`config.mk`:
```
export PLATFORM = sky130hd
export DESIGN_NAME = modport_bridge
export DESIGN_NICKNAME = d
export VERILOG_FILES = /design/src/rtl/modport_bridge.sv
export SDC_FILE = /design/constraint.sdc
export NUM_CORES = 1
export LEC_CHECK = 0
export BUFFER_PORTS_ARGS = -buffer_cell sky130_fd_sc_hd__buf_2
export CORE_ASPECT_RATIO = 0.7
export CORE_MARGIN = 2
export CORE_UTILIZATION = 55
export CTS_CLUSTER_SIZE = 24
export DETAILED_ROUTE_END_ITERATION = 16
export PLACE_DENSITY = 0.85
export SLEW_MARGIN = 20
export SYNTH_ARGS = -nofsm -noshare
export SYNTH_HDL_FRONTEND = slang
export SYNTH_SLANG_ARGS = --single-unit
```
`constraint.sdc`:
```
create_clock -name clk -period 9.3 [get_ports clk]
set_input_delay 2.79 -clock clk [delete_from_list [all_inputs] [get_ports clk]]
set_output_delay 2.79 -clock clk [all_outputs]
set_load 0.03 [all_outputs]
```
`src/rtl/modport_bridge.sv`:
```
// MAC RX stream to AFU AXI-S bridge with a packet-aware FIFO and overflow drop.
// Define MODPORT_BRIDGE_ERR_DROP_EN to discard packets flagged by s_tuser.
module modport_bridge #(
  parameter int DATA_W = 64,
  parameter int DEPTH  = 16,
  parameter int CNT_W  = 16
) (
  input  logic                clk,
  input  logic                rst,
  input  logic                s_tvalid,
  input  logic [DATA_W-1:0]   s_tdata,
  input  logic [DATA_W/8-1:0] s_tkeep,
  input  logic                s_tlast,
  input  logic                s_tuser,
  output logic                m_tvalid,
  input  logic                m_tready,
  output logic [DATA_W-1:0]   m_tdata,
  output logic [DATA_W/8-1:0] m_tkeep,
  output logic                m_tlast,
  output logic                m_tuser,
  output logic [CNT_W-1:0]    drop_cnt,
  output logic                drop_pulse
);

  localparam int KW = DATA_W / 8;
  localparam int AW = $clog2(DEPTH);
  localparam int EW = DATA_W + KW + 2;

  typedef logic [AW:0] ptr_t;
  typedef enum logic {ACCEPT, DROP} state_t;

  localparam ptr_t             DEPTH_P = ptr_t'(DEPTH);
  localparam ptr_t             PTR_ONE = ptr_t'(1);
  localparam logic [CNT_W-1:0] CNT_ONE = CNT_W'(1);

  logic [EW-1:0] mem [DEPTH];
  ptr_t          wr_ptr;
  ptr_t          commit_ptr;
  ptr_t          rd_ptr;
  state_t        state;

  logic full;
  logic avail;
  logic acc;
  logic wr_en;
  logic ovf;
  logic err;
  logic rd_en;
  logic user_in;

  // full uses the registered rd_ptr: a same-cycle read frees nothing
  assign full  = (wr_ptr - rd_ptr) == DEPTH_P;
  assign avail = rd_ptr != commit_ptr;
  assign acc   = (state == ACCEPT) && s_tvalid;
  assign wr_en = acc && !full;
  assign ovf   = acc && full;
  assign rd_en = avail && m_tready;

`ifdef MODPORT_BRIDGE_ERR_DROP_EN
  assign err     = wr_en && s_tlast && s_tuser;
  assign user_in = 1'b0;
`else
  assign err     = 1'b0;
  assign user_in = s_tuser;
`endif

  always_ff @(posedge clk) begin
    if (wr_en) begin
      mem[wr_ptr[AW-1:0]] <= {s_tdata, s_tkeep, s_tlast, user_in};
    end
  end

  always_ff @(posedge clk) begin
    if (rst) begin
      wr_ptr     <= '0;
      commit_ptr <= '0;
      rd_ptr     <= '0;
      state      <= ACCEPT;
      drop_cnt   <= '0;
      drop_pulse <= 1'b0;
    end else begin
      drop_pulse <= 1'b0;
      if (rd_en) begin
        rd_ptr <= rd_ptr + PTR_ONE;
      end
      unique case (state)
        ACCEPT: begin
          if (ovf || err) begin
            wr_ptr     <= commit_ptr;
            drop_pulse <= 1'b1;
            if (drop_cnt != '1) begin
              drop_cnt <= drop_cnt + CNT_ONE;
            end
            if (ovf && !s_tlast) begin
              state <= DROP;
            end
          end else if (wr_en) begin
            wr_ptr <= wr_ptr + PTR_ONE;
            if (s_tlast) begin
              commit_ptr <= wr_ptr + PTR_ONE;
            end
          end
        end
        DROP: begin
          if (s_tvalid && s_tlast) begin
            state <= ACCEPT;
          end
        end
        default: state <= ACCEPT;
      endcase
    end
  end

  assign m_tvalid = avail;
  assign {m_tdata, m_tkeep, m_tlast, m_tuser} = mem[rd_ptr[AW-1:0]];

endmodule

```
==> metrics.txt <==
max_slew headroom=24.4%; number of port buffers=169; min Tclk post-route=6820 ps; gpl congestion=0.818; ys flop type=edfxtp_1; Worst IR Drop VDD=176 µV; Synth Register Bits=1,221; max cap viols=0; Setup-failing EPs final=0; startpoint types=flop; CTS root buffer=clkbuf_16; Top-Level Pins=170; final hold violations=0; highest clock rate=147 MHz; status=finished, final reports clean; crit path kind=reg -> out; initial antenna violation count=15; CTS Buf Count=105; crit-path cells=buf_4, mux4_2, mux4_2, buf_2; Avg Vias per Cell=6.55; Net Count, Synth=1,987; Yosys top cell area share=76.7%; pin count of the biggest net entering global routing=126; Top Metal Used=met5; Row Count=89; RSZ-0062 raised after global routing=false; Core ar.=83,900 µm²; Crit path max-delay family=buffers and inverters; Hold/Removal Path Class=reg -> reg; drt pass-1 iters=5; final period utilization=73.3%; Yosys top cell by area=edfxtp_1; endpoint class of the critical path=primary output; share of cells above drive strength 1=34.1%; Layout fillers=5,270; Data required, critical path=6510 ps; M1 wire length=39,400 µm; routed wire length per instance=32.8 µm; first-pass GRT wire length=160,000 µm; vias in the first global route=22,800; Post-synth EDFFs=1,184; syn_area_per_cell=24.4 µm²; Pwr Total=12.0 mW; CP bufs+invs=2; met2 WL=57,400 µm; cell depth of the worst setup path=4; Post-Syn Area=46,300 µm²; Synth area leaders=edfxtp_1, mux4_2, dfxtp_1; CP Max Fanout=72; Critical-path top delay cell=dfxtp_4; Final WS setup=2480 ps; Setup WS pre-CTS=3140 ps; Post-CTS Setup Bufs=0; CP max stage delay=1090 ps; Syn-to-layout area delta=12.5%; most common cell after layout, fill and taps aside=edfxtp_1; hold depth=2; Critical Path AT=4030 ps; Yosys warnings=0; DPL Wire Length=56,100 µm; Pleak=16.0 nW; async set-reset flop share out of synthesis=0%; DRC violations left=0; final WL=110,000 µm; CP most frequent cell=mux4_2; fin. max-slew vios=0; Iteration-0 DRC Markers=3,236; Worst-path clk slew=60 ps; clock sink total=1,221; metal3 WL=10,100 µm; initial core utilization=55.3%; Final nets=2,209; Global Route Usage Sum=26.0%; die width=351 µm; CTS tree=done; die area=86,600 µm²; PwrDens=230 nW/µm²; Synth Instances=1,899; hold-fix buffer count after cts=0; Die Span Y=247 µm; Bufs on Longest Clock Path=3; Worst Skew=25.0 ps; sequential share of the synthesized area=78.3%; # resized after CTS=0; Total Negative Setup Slacks=0 ps; most frequent cells in the layout=edfxtp_1, mux4_2, buf_2; via count=21,900; Clk Latency, worst-skew pair=680 ps; Distinct cells, synth=42; worst reg2reg path depth=7; grt total ovfl=0; # H-tree levels=3; post-route ant nets=0; Worst-Margin Slew=1130 ps
-- report_power, final --
part / internal, mW / switching (mW) / total (mW)
registers: 6.10 / 0.0513 / 6.16
clock network: 2.47 / 1.93 / 4.41
logic: 0.651 / 0.789 / 1.44
total: 9.23 / 2.77 / 12.0
-- metrics by stage --
step                      cells  area [µm²]  util (%)  hold slack [ps]
final                      3347       52100      62.2              532
after global routing       3345       52100      62.2              535
after CTS                  3341       52100      62.1              524
after detailed placement   3150       48700      58.1              511
after global placement     3149       48700      58.0              498
after floorplan            1899       46300         -              491
-- worst paths after layout --
kind,startpoint,end,slack (ps)
max,flop,m_tdata[16],2480
min,drop_cnt[7],drop_cnt[7],530
max reg2reg,wr_ptr[3],mem[4][37],4730
min reg2reg,drop_cnt[7],drop_cnt[7],530
-- final cells by class --
class                      count  area (µm²)  area share (%)
antenna                        5        12.5          0.0240
clock inverter                56         568            1.09
sequential                  1221       36300            69.6
clock buffer                 135        2830            5.42
tap                         1137        1420            2.73
timing repair buffer         209        1210            2.33
inverter                       6        22.5          0.0432
multi-input combinational    578        9760            18.7
-- layer usage --
layer  track usage [%]  vias up
met5                 0        -
met4              7.84       16
met3              4.96      216
met2              44.0     1403
met1              34.6    11700
li1                  -     8636
-- cell usage after synthesis, drive strengths merged (8+ instances only) --
cell type	instances
edfxtp	1184
buf	37
nand3	13
dfxtp	37
a21oi	8
mux4	370
ha	10
nor3	10
nor2b	14
xnor2	9
clkbuf	57
nand2	22
nor4	12
mux2	11
nor2	39
-- worst reg2reg max path, cell delays in order (launching register included) --
cell	delay [ps]
dfxtp_1	720
ha_1	380
nand2b_1	210
and3_1	260
a41oi_1	590
nand2_1	410
nor2_4	660
buf_4	920
-- kinds of logic after synthesis --
kind of cell	share of synthesized area [%]
buffers and inverters	0.872
multiplexers	18.3
AND/OR/NAND/NOR	1.52
adder cells (fa/ha/maj)	0.270
flip-flops	78.3
AO/OA/AOI/OAI	0.470
XOR/XNOR	0.246
-- sequential cells by signal (all words and copies together) (netlist names), named ones only --
| register | count |
|---|---|
| commit_ptr | 5 |
| drop_cnt | 16 |
| drop_pulse | 1 |
| mem | 1184 |
| rd_ptr | 5 |
| state | 1 |
| wr_ptr | 5 |
No activity file was read; power rests on OpenSTA's default activity.
